==> config.mk <==
export PLATFORM = sky130hd
export DESIGN_NAME = scl_timing_generator
export DESIGN_NICKNAME = d
export VERILOG_FILES = /design/src/rtl/scl_timing_generator.sv
export SDC_FILE = /design/constraint.sdc
export NUM_CORES = 1
export LEC_CHECK = 0
export ABC_AREA = 1
export CAP_MARGIN = 30
export CORE_MARGIN = 2
export CORE_UTILIZATION = 40
export CTS_BUF_LIST = sky130_fd_sc_hd__clkbuf_4 sky130_fd_sc_hd__clkbuf_8
export DETAILED_ROUTE_END_ITERATION = 10
export GPL_ROUTABILITY_DRIVEN = 0
export PLACE_DENSITY = 0.66
export SLEW_MARGIN = 20
export SYNTH_ARGS = -nofsm -noshare
export SYNTH_HDL_FRONTEND = slang
export SYNTH_SLANG_ARGS = --single-unit
==> constraint.sdc <==
create_clock -name clk -period 1.7 [get_ports clk]
set_input_delay 0.34 -clock clk [delete_from_list [all_inputs] [get_ports clk]]
set_output_delay 0.34 -clock clk [all_outputs]
set_load 0.03 [all_outputs]
==> src/rtl/scl_timing_generator.sv <==
// SCL timing generator for the I2C master.
// Drives the open-drain SCL with separate high/low phase counts and
// synchronises the pad input. Another master pulling SCL low ends our high
// phase early. A slave stretching the clock is tracked, and can optionally
// time out. Edge pulses on the synchronised SCL are provided for the bit FSM.
//
// state   | meaning
// --------+--------------------------------------------------------------
// IDLE    | SCL released, waiting for enable (and no pending timeout)
// HIGH    | SCL released, counting the high phase
// LOW     | SCL driven low, counting the low phase
// HOLD    | SCL driven low past the low phase while scl_wait is set
// RELEASE | SCL released, waiting for the synchronised pad to read high
module scl_timing_generator #(
    parameter int DIV_W       = 16,
    parameter int TMO_W       = 20,
    parameter int SYNC_STAGES = 2
) (
    input  logic             clk,
    input  logic             rst_n,
    input  logic             scl_en,
    input  logic             scl_wait,
    input  logic [DIV_W-1:0] scl_hi_cnt,
    input  logic [DIV_W-1:0] scl_lo_cnt,
    input  logic             tmo_en,
    input  logic [TMO_W-1:0] tmo_cnt,
    input  logic             scl_i,
    output logic             scl_o,
    output logic [DIV_W-1:0] scl_hi_cur,
    output logic [DIV_W-1:0] scl_lo_cur,
    output logic             scl_stretched,
    output logic             scl_timeout,
    output logic             scl_rise,
    output logic             scl_fall
);

    typedef enum logic [2:0] {
        ST_IDLE    = 3'd0,
        ST_HIGH    = 3'd1,
        ST_LOW     = 3'd2,
        ST_HOLD    = 3'd3,
        ST_RELEASE = 3'd4
    } state_t;

    state_t                 state_q;
    logic [SYNC_STAGES-1:0] sync_q;
    logic                   scl_prev_q;
    logic [DIV_W-1:0]       cnt_q;
    logic [TMO_W-1:0]       tmo_q;
    logic [DIV_W-1:0]       hi_cur_q;
    logic [DIV_W-1:0]       lo_cur_q;
    logic                   scl_o_q;
    logic                   stretched_q;
    logic                   timeout_q;

    logic scl_s;
    logic scl_s_nxt;

    // The synchronised pad level, and the value it will take after the next
    // edge; the latter lets scl_stretched be registered yet exact.
    assign scl_s     = sync_q[SYNC_STAGES-1];
    assign scl_s_nxt = sync_q[SYNC_STAGES-2];

    assign scl_rise = scl_s & ~scl_prev_q;
    assign scl_fall = ~scl_s & scl_prev_q;

    assign scl_o         = scl_o_q;
    assign scl_hi_cur    = hi_cur_q;
    assign scl_lo_cur    = lo_cur_q;
    assign scl_stretched = stretched_q;
    assign scl_timeout   = timeout_q;

    // Pad synchroniser and edge history; idles high like a released bus.
    always_ff @(posedge clk or negedge rst_n) begin
        if (!rst_n) begin
            sync_q     <= '1;
            scl_prev_q <= 1'b1;
        end else begin
            sync_q     <= {sync_q[SYNC_STAGES-2:0], scl_i};
            scl_prev_q <= scl_s;
        end
    end

    // Phase sequencing, config latching and stretch timeout.
    always_ff @(posedge clk or negedge rst_n) begin
        if (!rst_n) begin
            state_q     <= ST_IDLE;
            cnt_q       <= '0;
            tmo_q       <= '0;
            hi_cur_q    <= '0;
            lo_cur_q    <= '0;
            scl_o_q     <= 1'b1;
            stretched_q <= 1'b0;
            timeout_q   <= 1'b0;
        end else if (!scl_en) begin
            // Disable wins over everything and is the only way to clear a timeout.
            state_q     <= ST_IDLE;
            cnt_q       <= '0;
            tmo_q       <= '0;
            hi_cur_q    <= scl_hi_cnt;
            lo_cur_q    <= scl_lo_cnt;
            scl_o_q     <= 1'b1;
            stretched_q <= 1'b0;
            timeout_q   <= 1'b0;
        end else begin
            stretched_q <= 1'b0;
            case (state_q)
                ST_IDLE: begin
                    scl_o_q <= 1'b1;
                    if (!timeout_q) begin
                        state_q <= ST_HIGH;
                        cnt_q   <= hi_cur_q;
                    end
                end
                ST_HIGH: begin
                    // A foreign pull-down and our own terminal count share one load.
                    if (cnt_q == '0 || scl_fall) begin
                        state_q <= ST_LOW;
                        cnt_q   <= lo_cur_q;
                        scl_o_q <= 1'b0;
                    end else begin
                        cnt_q <= cnt_q - 1'b1;
                    end
                end
                ST_LOW: begin
                    if (cnt_q == '0) begin
                        if (scl_wait) begin
                            state_q <= ST_HOLD;
                        end else begin
                            state_q     <= ST_RELEASE;
                            scl_o_q     <= 1'b1;
                            stretched_q <= ~scl_s_nxt;
                        end
                    end else begin
                        cnt_q <= cnt_q - 1'b1;
                    end
                end
                ST_HOLD: begin
                    if (!scl_wait) begin
                        state_q     <= ST_RELEASE;
                        scl_o_q     <= 1'b1;
                        stretched_q <= ~scl_s_nxt;
                    end
                end
                ST_RELEASE: begin
                    // Timeout is checked before the rise so it wins a tie.
                    if (tmo_en && tmo_q == tmo_cnt) begin
                        state_q   <= ST_IDLE;
                        timeout_q <= 1'b1;
                        tmo_q     <= '0;
                        scl_o_q   <= 1'b1;
                    end else if (scl_s) begin
                        state_q <= ST_HIGH;
                        cnt_q   <= hi_cur_q;
                        tmo_q   <= '0;
                    end else begin
                        stretched_q <= ~scl_s_nxt;
                        if (tmo_q != '1) begin
                            tmo_q <= tmo_q + 1'b1;
                        end
                    end
                end
                default: begin
                    state_q <= ST_IDLE;
                    scl_o_q <= 1'b1;
                end
            endcase
        end
    end

endmodule
**After elaboration in Yosys (flattened, before gate mapping)**

Cells that the tools add are included.

- RAM bits: 0
- Input port bits: 58
- Register bits after elaboration: 77
- Bits in latches: 0
- Memories: 0
- Output and inout bits: 37
- Bits in read-only memories: 0

- $mul: 0
- Equality and inequality tests: 19
- Mux-type cells: 35
- Div/mod/pow operators: 0
- Magnitude comparators: 0
- Add/sub/neg operators: 2
- Bitwise gates (word level): 5
- Shift-type cells: 0
- Reductions and logical operators: 9

Operator list:

| operator | count |
|---|---|
| $mux 20 | 5 |
| $mux 16 | 6 |
| $pmux 16 s4 | 1 |
| $mux 3 | 8 |
| $ne 3x3->1 const B | 8 |
| $add 20x1->20 const B | 1 |
| $eq 20x20->1 | 1 |
| $ne 20x20->1 const B | 1 |
| $logic_not 16->1 | 1 |
| $sub 16x1->16 const B | 1 |
| $pmux 3 s5 | 1 |
| $mux 1 | 12 |
| $reduce_and 5->1 | 2 |
| $eq 3x2->1 const B | 2 |
| $ne 5x1->1 const B | 1 |
| $ne 2x1->1 const B | 2 |
| $ne 4x1->1 const B | 1 |
| $ne 4x4->1 const B | 1 |
| $pmux 1 s4 | 1 |
| $reduce_and 2->1 | 2 |
| $eq 3x1->1 const B | 1 |
| $eq 3x3->1 const B | 1 |
| $logic_not 3->1 | 1 |
| $not 1->1 | 3 |
| other kinds (5) | 6 |

**Logic depth before layout (Yosys ltp)**

Gate-level depths: netlist of run 1.

- Word-level depth: 6
- Gate-level depth with buffers: 13
- Gate-level depth less buffers: 13

**Worst setup path after synthesis of run 1**

Ideal clock, no wire load.

- Path type: reg-to-reg
- Start point: register tmo_q[0]
- End point: register tmo_q[15]
- Setup time: 0.118 ns
- Arrival time: 1.610 ns
- Path slack: -0.029 ns
- Cell stages (with the launch flop): 12
- Buffers on the path: 1
- Cell sequence: dfrtp_1 -> ha_1 -> nand2_1 -> nor2_1 -> nand2_1 -> nor2_1 -> nand4_1 -> inv_1 -> nand2_2 -> nand2_4 -> buf_8 -> o21ai_2

- Cells in the longest elaborated chain, start to end: 6

RTL lines:

| element | line | RTL |
|---|---|---|
| from (decl) | 49 | `logic [TMO_W-1:0] tmo_q;` |
| from (signal assigned) | 159 | `tmo_q <= tmo_q + 1'b1;` |
| $add 20x1->20 | 159 |  |
| $mux 20 | 158 | `if (tmo_q != '1) begin` |
| $mux 20 | 152 | `end else if (scl_s) begin` |
| $mux 20 | 147 | `if (tmo_en && tmo_q == tmo_cnt) begin` |
| $mux 20 | 107 | `case (state_q)` |
| $mux 20 | 95 | `end else if (!scl_en) begin` |

Several ways; a longest one is shown, not always the timed one. The select of a mux whose other input is x is not followed.
A chain may end at the register's enable or synchronous reset.

**Worst setup path after layout of run 1**

- Start point: register tmo_q[8]
- End point: register tmo_q[6]

- Cells in the longest elaborated chain, start to end: 5

RTL lines:

| element | line |
|---|---|
| $eq 20x20->1 | 147 |
| $logic_and 1x1->1 | 147 |
| $mux 20 | 147 |
| $mux 20 | 107 |
| $mux 20 | 95 |

Several ways; a longest one is shown, not always the timed one. The select of a mux whose other input is x is not followed.

==> results.toml, run 1 <==
[outcome]
run_status = "finished, violations left"
violations = "negative setup slack"

[setup_path]
end_kind = "flip-flop"
crit_buf_inv = 3
crit_type = "reg2reg"
slowest_delay_ps = 440
rr_startpoint = "tmo_q[8]"
crit_arrival_ps = 2160
crit_family = "simple AND/OR/NAND/NOR gates"
cp_cell_sequence = "buf_4, nand2_1, nor2_1, nand3_1, nor2_1, nand4_1, inv_2, nand2_4, nand2_8, clkbuf_16, nand2_2, o21ai_2"
critPathMaxFanout = 8
crit_top_cell = "nor2_1"
regToRegSetupSlack_ps = -150
worst_ep_required_time_ps = 2010
cp_slowest_cell = "dfrtp_1"
start_kind = "flip-flop"
timing.rr.end = "tmo_q[6]"
reg2regPathDepth = 12
cp_num_cells = 12

[timing]
slew_headroom_pct = 76.98
rsz0062_at_grt = "true"
post-route-period-util_pct = 109.0
min_period_ps = 1854
final_hold_viol_count = 0
worst_slew_pin_slew_ps = 346.6
slew_viol_final = 0
worst_slack_ps = -153.8
fin_worst_skew_ps = 13.94
fmax_mhz = 539.4
fin_tns_setup_ps = -3200
finalSetupViolations = 38

[cts]
root_buffer = "clkbuf_8"
worstSkewPairLatency_ps = 380
cts_tree = "yes"
cts.sinks = 77
clk_pin_slew_worst_paths_ps = 90
numCtsBuffers = 9
cts.path.max_buffers = 2
cts-htree-levels = 3

[place]
dp_hpwl_um = 12620
io_buffers = 94

[floorplan]
fp.dieH_um = 117.6
start_util_pct = 40.89
fp-row-count = 41
pin_count = 95
chipWidth_um = 117.6
core_um2 = 12620
die_area_um2 = 13820

[layout]
final_cell_mix = "269 x nand2_1, 129 x buf_4, 96 x nor2_1"
drive_gt1_share_pct = 28.28
layout.nets = 1098
final_common_cell = "nand2_1"
syn_to_final_growth_pct = 55.94
diodes = 0
utilization_pct = 63.76
nFillCells = 1174

[grt]
grt_max_degree = 31
track_usage_pct = 26.64
grt_overflow_total = 0
antenna_found_initial = 0
grt_pass1_wl_um = 29120
first_global_vias = 5787

[synth]
synth-edff-count = 0
synthFlopType = "dfrtp_1"
syn_avg_cell_area_um2 = 6.386
ys_warn_count = 0
syn-cell-area_um2 = 5160
async_flop_share_pct = 100.0
ys_seq_elements = 77
synth_cells = 808
syn-num-nets = 868
synth_cell_type_count = 35
seq_area_frac_synth_pct = 37.44

[power]
p_per_area_nw_per_um2 = 1081
leakage_uw = 0.004189
ir_drop_mv = 0.5668

[min_path]
hold_end = "sync_q[0]"
holdCritStartpoint = "scl_i"
min_path_cells = 1
hp-class = "in2reg"

[route]
wl_per_cell_um = 14.97
drc = 0
postRouteWirelength_um = 18190
num_vias = 5911
avgViaCountPerCell = 4.865
antenna_left = 0
drt_iter0_markers = 365
dr.pass1.iters = 7

[run]
maxCapViolCount = 0
## kinds of logic (layout without fill, tap and decap cells)
family          Yosys count  count (layout)  share of synthesized area [%]
simple gates            501             501                          39.60
buf+inv                 127             362                          10.38
xor+xnor                 18              18                          3.055
fa+ha+maj                 2               2                         0.4849
compound gates           83              83                          9.045
flops                    77              77                          37.44
## worst max path at each step
stage           startpoint        end  slack (ps)
5_1_grt           tmo_q[1]  tmo_q[10]        -250
4_1_cts           tmo_q[1]  cnt_q[14]        -160
6_report          tmo_q[8]   tmo_q[6]        -150
3_3_place_gp    tmo_cnt[4]  tmo_q[10]        -400
2_1_floorplan     cnt_q[0]   cnt_q[6]          10
3_5_place_dp   tmo_cnt[18]   tmo_q[0]        -480
## synthesized netlist by cell type, types with 3 or more instances
cell	count	area share [%]
o21ai_0	48	4.7
o21ai_2	10	1.7
nand2_2	4	0.48
clkbuf_1	8	0.58
inv_1	94	6.8
xor2_1	17	2.9
a21oi_1	7	0.68
nor2_1	105	7.6
nand2_1	315	23
dfrtp_1	73	35
o21ai_1	12	1.2
buf_4	5	0.73
nand3_1	49	4.8
buf_6	3	0.65
nand4_1	12	1.5
nor2_2	4	0.48
inv_2	9	0.65
dfstp_2	4	2.0
nor3_1	5	0.48
buf_2	4	0.39
## layout make-up
type / count / area (µm²) / share of cell area (%)
Sequential cell: 77 / 1936 / 24.06
Inverter: 103 / 386.6 / 4.805
Multi-Input combinational cell: 604 / 3110 / 38.66
Tap cell: 172 / 215.2 / 2.675
Timing Repair Buffer: 243 / 2193 / 27.26
Clock buffer: 15 / 175.2 / 2.177
Clock inverter: 1 / 30.03 / 0.3732
## flip-flops by register name (all words and copies together) (netlist names)
signal	count
scl_prev_q	1
sync_q	2
scl_lo_cur	16
scl_o	1
scl_stretched	1
scl_hi_cur	16
cnt_q	16
scl_timeout	1
tmo_q	20
state_q	3
## timing repair
item | in CTS | in global routing
endpoints found under the setup margin | 78 | 44
resized for setup | 147 | 60
cloned | 6 | 1
hold buffers | 1 | 0
buffers inserted | 17 | 7
endpoints found under the hold margin | 15 | 0
pin swaps | 12 | 19
## power breakdown
part | internal, µW | switching (µW) | total [µW] | leakage [µW]
Sequential | 2110 | 188 | 2300 | 0.000984
Combinational | 2080 | 2820 | 4900 | 0.00310
Clock | 803 | 703 | 1510 | 0.000109
Total | 4990 | 3710 | 8700 | 0.00419
## metrics by stage
step	total power [µW]	hold WS, ps	instance area (µm²)	setup WS [ps]	instances
5_1_grt	9266	356.1	8046	-250.6	1215
3_3_place_gp	6273	257.7	7121	-403.3	1171
4_1_cts	8544	365.1	7866	-155.3	1211
3_5_place_dp	6320	252.7	7121	-481.3	1171
6_report	8700	368.9	8046	-153.8	1215
2_1_floorplan	4604	44.41	5167	11.34	808
## worst register-to-register path, cell delays in order (launching register included)
cell       delay, ps
dfrtp_1          440
buf_4            160
nand2_1           70
nor2_1           110
nand3_1          100
nor2_1           120
nand4_1          180
inv_2            120
nand2_4           70
nand2_8          120
clkbuf_16        180
nand2_2           70
o21ai_2           50
## layer usage
layer | track usage, % | vias up | share of wire [%]
met5 | 0 | - | 0
met4 | 9.864 | 0 | 2.7
met3 | 5.039 | 38 | 3.8
met2 | 45.47 | 127 | 50
met1 | 33.57 | 2783 | 44
li1 | - | 2963 | -
(Power assumes the default switching activity.)
==> run 2, diff against run 1 <==
Settings changed: CORE_ASPECT_RATIO from default to 1.1.
==> results.toml, run 2 (synthesis gave the netlist of run 1 again) <==
[outcome]
run_status = "finished, violations left"
violations = "negative setup slack"

[grt]
first_global_vias = 5692
antenna_found_initial = 0
grt_pass1_wl_um = 26770
grt_overflow_total = 0
track_usage_pct = 24.57
grt_max_degree = 50

[cts]
clk_pin_slew_worst_paths_ps = 90
cts.sinks = 77
cts_tree = "yes"
numCtsBuffers = 9
root_buffer = "clkbuf_8"
worstSkewPairLatency_ps = 380
cts-htree-levels = 3
cts.path.max_buffers = 2

[route]
antenna_left = 0
drc = 0
dr.pass1.iters = 5
wl_per_cell_um = 14.67
num_vias = 5964
drt_iter0_markers = 331
avgViaCountPerCell = 4.974
postRouteWirelength_um = 17600

[layout]
diodes = 0
regMostFlops = "tmo_q"
drive_gt1_share_pct = 31.38
utilization_pct = 64.78
final_cell_mix = "261 x nand2_1, 122 x buf_4, 80 x inv_1"
largest_register_ff_count = 20
syn_to_final_growth_pct = 58.05
final_common_cell = "nand2_1"
layout.nets = 1097

[power]
p_per_area_nw_per_um2 = 1052
seq_power_share_pct = 26.9
p_int_uw = 4868
leakage_uw = 0.004188
p_comb_share_pct = 57.4
clkPwrFrac_pct = 15.7
ir_drop_mv = 0.6908
swShare_pct = 43.24
p_sw_uw = 3708

[setup_path]
start_kind = "flip-flop"
slowest_delay_ps = 450
critPathMaxFanout = 5
timing.rr.end = "cnt_q[9]"
cp_cell_sequence = "nand2_2, nand2_1, nor2_1, nand2_1, nor2_4, nand4_1, nand2_2, buf_6, buf_12, nand2_2, o21ai_1"
end_kind = "flip-flop"
worst_ep_required_time_ps = 1990
crit_type = "reg2reg"
regToRegSetupSlack_ps = -130
rr_startpoint = "tmo_q[4]"
reg2regPathDepth = 11
crit_arrival_ps = 2120
crit_top_cell = "nand2_2"
cp_slowest_cell = "dfrtp_2"

[timing]
worst_slew_pin_slew_ps = 447.7
finalSetupViolations = 40
slew_viol_final = 0
worst_slack_ps = -125.7
min_period_ps = 1826
post-route-period-util_pct = 107.4
slew_headroom_pct = 70.16
whs_ps = 368.1
fin_worst_skew_ps = 13.49
fmax_mhz = 547.7
final_hold_viol_count = 0
rsz0062_at_grt = "true"

[floorplan]
die_area_um2 = 13830
chipWidth_um = 112.3
pin_count = 95
fp.dieH_um = 123.1
fp-row-count = 43
start_util_pct = 40.99
core_um2 = 12590

[place]
io_buffers = 94
dp_hpwl_um = 11670

[min_path]
holdCritStartpoint = "sync_q[0]"
hp-class = "reg2reg"
min_path_cells = 0
hold_end = "sync_q[1]"

[run]
maxCapViolCount = 0
## run 2: cell type report
| cell class | count | area [µm²] |
|---|---|---|
| Fill cell | 1117 | 4434 |
| Multi-Input combinational cell | 604 | 3184 |
| Timing Repair Buffer | 242 | 2258 |
| Sequential cell | 77 | 1943 |
| Tap cell | 157 | 196.4 |
| Inverter | 103 | 389.1 |
| Clock buffer | 10 | 137.6 |
| Clock inverter | 6 | 46.29 |
## run 2: per-stage QoR
stage	TNS [ps]	std cells	instance area, µm²	power (µW)	worst slack, ps
4_1_cts	-3650	1189	7820	8276	-126.0
5_1_grt	-6180	1199	8155	9157	-191.2
2_1_floorplan	0	808	5167	4604	11.34
3_5_place_dp	-17110	1136	6994	6263	-469.1
6_report	-2968	1199	8155	8576	-125.7
3_3_place_gp	-15940	1136	6994	6232	-429.4
## run 2: what timing repair did
action,4_1_cts,5_1_grt
hold buffers,1,0
pin swaps,17,40
endpoints found under the setup margin,77,44
resized for setup,142,101
gates cloned,5,1
buffers inserted,33,17
endpoints found under the hold margin,19,0
## run 2: metal layers
metal / wire length [µm] / share of wire, % / global-route usage [%] / up-vias
li1: - / - / - / 2966
met1: 6932 / 39 / 28.58 / 2734
met2: 8953 / 51 / 44.50 / 199
met3: 871 / 5.0 / 3.284 / 65
met4: 838 / 4.8 / 12.50 / 0
met5: 0 / 0 / 0 / -
## run 2: worst max path at each step
| stage | cells past startpoint | end | slack [ps] | start |
|---|---|---|---|---|
| 6_report | 11 | cnt_q[9] | -130 | tmo_q[4] |
| 5_1_grt | 11 | cnt_q[3] | -190 | state_q[0] |
| 4_1_cts | 14 | tmo_q[9] | -130 | tmo_q[1] |
| 3_5_place_dp | 11 | cnt_q[3] | -470 | tmo_cnt[4] |
| 3_3_place_gp | 11 | cnt_q[9] | -430 | tmo_cnt[4] |
| 2_1_floorplan | 12 | cnt_q[6] | 10 | cnt_q[0] |
## run 2: critical path: cells and delay by family (launching register included)
family | cells | cell delay (ps)
AND/OR/NAND/NOR | 8 | 970
buffers and inverters | 2 | 250
AO/OA/AOI/OAI | 1 | 80
flip-flops | 1 | 450
## run 2: power groups by stage
| stage | registers (µW) | logic [µW] | clock network (µW) |
|---|---|---|---|
| floorplan | 2510 | 2090 | 0 |
| finish | 2310 | 4930 | 1340 |
| detailed placement | 2320 | 3950 | 0 |
| global placement | 2310 | 3920 | 0 |
| CTS | 2290 | 4640 | 1350 |
| global route | 2340 | 5370 | 1440 |
==> run 3, diff against run 2 <==
Settings changed: TNS_END_PERCENT from default to 100.
==> results of run 3 <==
No change in the layout: final DEF, timing and power equal those of run 2.
==> edit 1, RTL diff (config.mk and constraints of run 3) <==
The 5 states of `state_t` get a one-hot encoding in 5 bits.
--- a/src/rtl/scl_timing_generator.sv
+++ b/src/rtl/scl_timing_generator.sv
@@ -35,10 +35,10 @@
 );
 
-    typedef enum logic [2:0] {
-        ST_IDLE    = 3'd0,
-        ST_HIGH    = 3'd1,
-        ST_LOW     = 3'd2,
-        ST_HOLD    = 3'd3,
-        ST_RELEASE = 3'd4
+    typedef enum logic [4:0] {
+        ST_IDLE    = 5'b00001,
+        ST_HIGH    = 5'b00010,
+        ST_LOW     = 5'b00100,
+        ST_HOLD    = 5'b01000,
+        ST_RELEASE = 5'b10000
     } state_t;
 
Formal check against the unedited RTL: same outputs for any inputs over 10 cycles, from zero or initial values and one cycle with rst_n low; not proved beyond that.
==> edit 1 against run 3 <==
The run still ends with setup timing left; area after synthesis increased by 6.7%; clock skew increased by 2.2 ps; register-to-register slack improved by 20 ps; final area increased by 1.5%; critical path type is now input pin to flip-flop; final cell count increased by 3.0%; routed wire length increased by 3.6%; setup slack improved by 9.9 ps; via count increased by 0.44%; sequential cell count increased by 2; highest routed layer unchanged; power decreased by 17%; largest cell class unchanged; global-route usage increased by 0.59 points; combinational power decreased by 32%.
==> edit 1: results (changes against run 3) <==
worst reg2reg path startpoint -> tmo_q[0]
sequential element share of the synthesized area -> 36.0% (-1.4 points)
setup total negative slack -> -2800 ps (+164 ps)
failing checks -> setup timing
Worst Reg-to-Reg Cells -> 13 (+2)
Met2 Wirelength -> 8390 um (-6.3%)
layout cells sized above 1 -> 32.3% (+0.87 points)
total via count after detailed routing -> 5990 (+0.44%)
result of the run -> finished with violations
worst-case register-to-register setup slack -> -110 ps (+20 ps)
overall track demand over capacity in global routing -> 25.2% (+0.59 points)
Post-DP HPWL -> 13300 um (+14%)
amount of wire on met3 after detailed routing -> 1090 um (+26%)
slowest stage cell on the critical path -> sky130_fd_sc_hd__clkdlybuf4s50_1
fillers -> 1263 (+13%)
minimum setup slack after placement -> -410 ps (+59.0 ps)
Final Setup Violations -> 36 (-10%)
critical path's largest stage delay -> 490 ps (+40 ps)
wire length of the first global-routing pass -> 28900 um (+8.1%)
number of instances on the worst hold path -> 1 (+1)
number of different library cells in the post-synthesis netlist -> 37 (+5.7%)
Post-CTS Repair Setup Buffers -> 14 (-58%)
maximum resistive drop on vdd -> 0.548 mV (-21%)
met2 track demand over resource -> 38.1% (-6.4 points)
met1 Track Usage GR -> 36.2% (+7.6 points)
Final WS setup -> -116 ps (+9.90 ps)
worst-path maximum fanout -> 7 (+2)
final net count -> 1106 (+0.82%)
instance count of the mapped netlist -> 830 (+2.7%)
pin count of the biggest net entering global routing -> 29 (-42%)
Worst slew margin -> 73.8% (+3.6 points)
Hold Path Sink -> sync_q[0]
area after detailed placement -> 0.00741 sq mm (+6.0%)
LEAKAGE -> 0.00408 uW (-2.6%)
Post-Syn Nets -> 890 (+2.5%)
final clock skew -> 15.7 ps (+2.19 ps)
number of standard cells in the final layout excluding fillers -> 1235 (+3.0%)
Register Area -> 0.00200 sq mm (+2.7%)
list of most frequent post-synthesis cells -> 303 x sky130_fd_sc_hd__nand2_1, 106 x sky130_fd_sc_hd__nor2_1, 79 x sky130_fd_sc_hd__inv_1
launch point of the worst hold path -> scl_i
number of gates resized after cts -> 101 (-29%)
-- edit 1: changes by cell type after synthesis, sizes merged, moves of 2 or more --
cell | before | now
xnor2 | 1 | 3
inv | 103 | 94
a21oi | 8 | 5
nor4 | 0 | 2
xor2 | 17 | 12
nor3 | 5 | 10
nor2 | 111 | 123
or2 | 2 | 0
nand3 | 50 | 60
o22ai | 1 | 4
nand4 | 12 | 10
o21ai | 70 | 64
nand2 | 320 | 330
-- edit 1: cell families after synthesis --
group,synth area share [%]
buf+inv,9.34
simple gates,42.5
xor+xnor,2.39
flops,36.0
fa+ha+maj,0.454
compound gates,9.34
-- edit 1: cell type report --
class / instances / area share, %
Timing Repair Buffer: 228 / 25.2
Timing Repair inverter: 1 / 0.0907
Clock buffer: 10 / 1.59
Multi-Input combinational cell: 632 / 41.0
Clock inverter: 6 / 0.816
Inverter: 95 / 4.44
Sequential cell: 79 / 24.1
Tap cell: 184 / 2.78
-- edit 1: power breakdown --
group	leakage [uW]	internal, uW	switching (uW)	total, uW
Combinational	0.00298	1450	1910	3350
Sequential	0.000997	2110	183	2290
Clock	0.0000967	703	796	1500
Total	0.00408	4260	2890	7150
-- edit 1: worst register-to-register path, stage by stage, from the launching register on --
cell                      delay (ps)
sky130_fd_sc_hd__dfrtp_1         430
sky130_fd_sc_hd__buf_6           150
sky130_fd_sc_hd__nand2_1          70
sky130_fd_sc_hd__nand2_2          60
sky130_fd_sc_hd__inv_2            60
sky130_fd_sc_hd__nand3_4          80
sky130_fd_sc_hd__nor2_4          170
sky130_fd_sc_hd__nand3_4         110
sky130_fd_sc_hd__nand2_4         100
sky130_fd_sc_hd__nand2_8          80
sky130_fd_sc_hd__buf_12          140
sky130_fd_sc_hd__buf_12          140
sky130_fd_sc_hd__nand2_4          60
sky130_fd_sc_hd__o21ai_2          40
==> edit 2, RTL diff (settings of run 3) <==
Made on the original files. The parameter `DIV_W` goes from 16 to 18.
--- a/src/rtl/scl_timing_generator.sv
+++ b/src/rtl/scl_timing_generator.sv
@@ -13,5 +13,5 @@
 // RELEASE | SCL released, waiting for the synchronised pad to read high
 module scl_timing_generator #(
-    parameter int DIV_W       = 16,
+    parameter int DIV_W       = 18,
     parameter int TMO_W       = 20,
     parameter int SYNC_STAGES = 2
Interface: changed (resized scl_hi_cnt, scl_hi_cur, scl_lo_cnt and scl_lo_cur); port bits go from 95 to 103. The function was not compared with the original's and may differ.
==> edit 2 against run 3 <==
The run still ends with setup timing left; power increased by 2.5%; final area up 0.81%; fmax is 1.8% higher; sequential power rose by 8%; clock skew rose by 1.5 ps; routed wire length fell by 3.7%; final cell count up 8.7%; sequential cell count up 6; setup slack gained 32 ps; sequential share of layout area increased by 1.5 points; area after synthesis is 7.6% higher; via count up 1.9%; critical endpoint is now cnt_q[15]; largest power group unchanged; highest routed layer unchanged.
==> edit 2: results (changes against run 3) <==
minimum setup slack after placement -> -518 ps (-48.9 ps)
layout multi-input combinational cell count -> 664 (+9.9%)
layout buffering overhead excluding clock cells -> 26.1% (-1.6 points)
Critical path origin -> tmo_cnt[13]
vias in the first global route -> 5751 (+1.0%)
LEAKAGE -> 0.00421 uW (+0.51%)
number of design-rule violations left by the first detailed-router iteration -> 281 (-15%)
worst-path maximum fanout -> 8 (+3)
number of instances on the worst hold path -> 1 (+1)
TritonRoute pass-1 iters -> 4 (-1)
Seq Cell Count -> 83 (+7.8%)
list of most frequent post-synthesis cells -> 371 x sky130_fd_sc_hd__nand2_1, 100 x sky130_fd_sc_hd__inv_1, 99 x sky130_fd_sc_hd__nor2_1
share of the final layout cell area in sequential cells -> 25.4% (+1.5 points)
Post-DP HPWL -> 12600 um (+8.0%)
DRT Wirelength -> 17000 um (-3.7%)
end of the critical path -> cnt_q[15]
final clock skew -> 15.0 ps (+1.51 ps)
top cells by area, synth -> sky130_fd_sc_hd__dfrtp_1 36%, sky130_fd_sc_hd__nand2_1 25%, sky130_fd_sc_hd__inv_1 6.8%
worst hold-check path type -> input pin to flip-flop
Met2 Wirelength -> 7970 um (-11%)
met1 WL -> 7330 um (+5.8%)
Post-Syn Nets -> 947 (+9.1%)
number of non-clock inverters in the layout -> 111 (+7.8%)
fraction of area in multi-input gates -> 38.5% (-0.59 points)
amount of wire on met3 after detailed routing -> 815 um (-6.4%)
pin count of the biggest net entering global routing -> 60 (+20%)
maximum resistive drop on vdd -> 0.489 mV (-29%)
final net count -> 1174 (+7.0%)
non-clock buffer total of the final layout -> 241 (-0.41%)
layout cells sized above 1 -> 22.7% (-8.7 points)
failing checks -> setup timing
worst reg2reg path startpoint -> tmo_q[12]
slowest stage cell on the critical path -> sky130_fd_sc_hd__clkdlybuf4s50_1
Final WS setup -> -93.6 ps (+32.1 ps)
critical path's largest stage delay -> 510 ps (+60 ps)
launch point of the worst hold path -> scl_i
Max Slew Vio Count -> 0 (unchanged)
data arrival time at the worst-slack endpoint -> 2090 ps (-30 ps)
Final Setup Violations -> 38 (-5.0%)
count of buffers from port buffering -> 102 (+8.5%)
clock tree buffer count of the final layout -> 10 (unchanged)
setup total negative slack -> -2070 ps (+900 ps)
worst-case register-to-register setup slack -> -90 ps (+30 ps)
sequential element share of the synthesized area -> 37.5% (+0.055 points)
Post-CTS Repair Setup Buffers -> 8 (-76%)
result of the run -> finished with violations
wire length of the first global-routing pass -> 26800 um (+0.13%)
Via-to-Cell Ratio -> 4.66 (-6.3%)
slew at the pin closest to its max-slew limit -> 518 ps (+70.4 ps)
number of different library cells in the post-synthesis netlist -> 37 (+5.7%)
fillers -> 1322 (+18%)
Hold Path Sink -> sync_q[0]
number of gates resized after cts -> 75 (-47%)
Clock buffers and inverters, area share -> 2.12% (-0.14 points)
overall track demand over capacity in global routing -> 23.0% (-1.6 points)
## edit 2: cells by family after synthesis
| group | count (synthesis) | share of synthesized area (%) |
|---|---|---|
| fa+ha+maj | 2 | 0.451 |
| simple gates | 570 | 42.2 |
| xor+xnor | 18 | 2.84 |
| flops | 83 | 37.5 |
| buf+inv | 137 | 10.0 |
| compound gates | 73 | 6.96 |
## edit 2: through the flow
step                      utilization, %  area (sq um)  hold WS, ps  instances
after detailed placement            55.8          7630          353       1264
after global placement              55.8          7630          344       1264
after CTS                           57.9          7920          366       1290
final                               60.1          8220          373       1303
after global routing                60.1          8220          364       1303
after floorplan                        -          5590         44.4        883
## edit 2: report_power, final
| part | switching (uW) | internal (uW) |
|---|---|---|
| Sequential | 217 | 2280 |
| Clock | 736 | 546 |
| Combinational | 2900 | 2110 |
| Total | 3850 | 4940 |
## edit 2: layer usage
layer  vias to the layer above  global-route usage, %
met2                       172                   37.8
met3                        51                   4.79
li1                       3174                      -
met4                         0                   11.1
met1                      2679                   28.5
met5                         -                      0
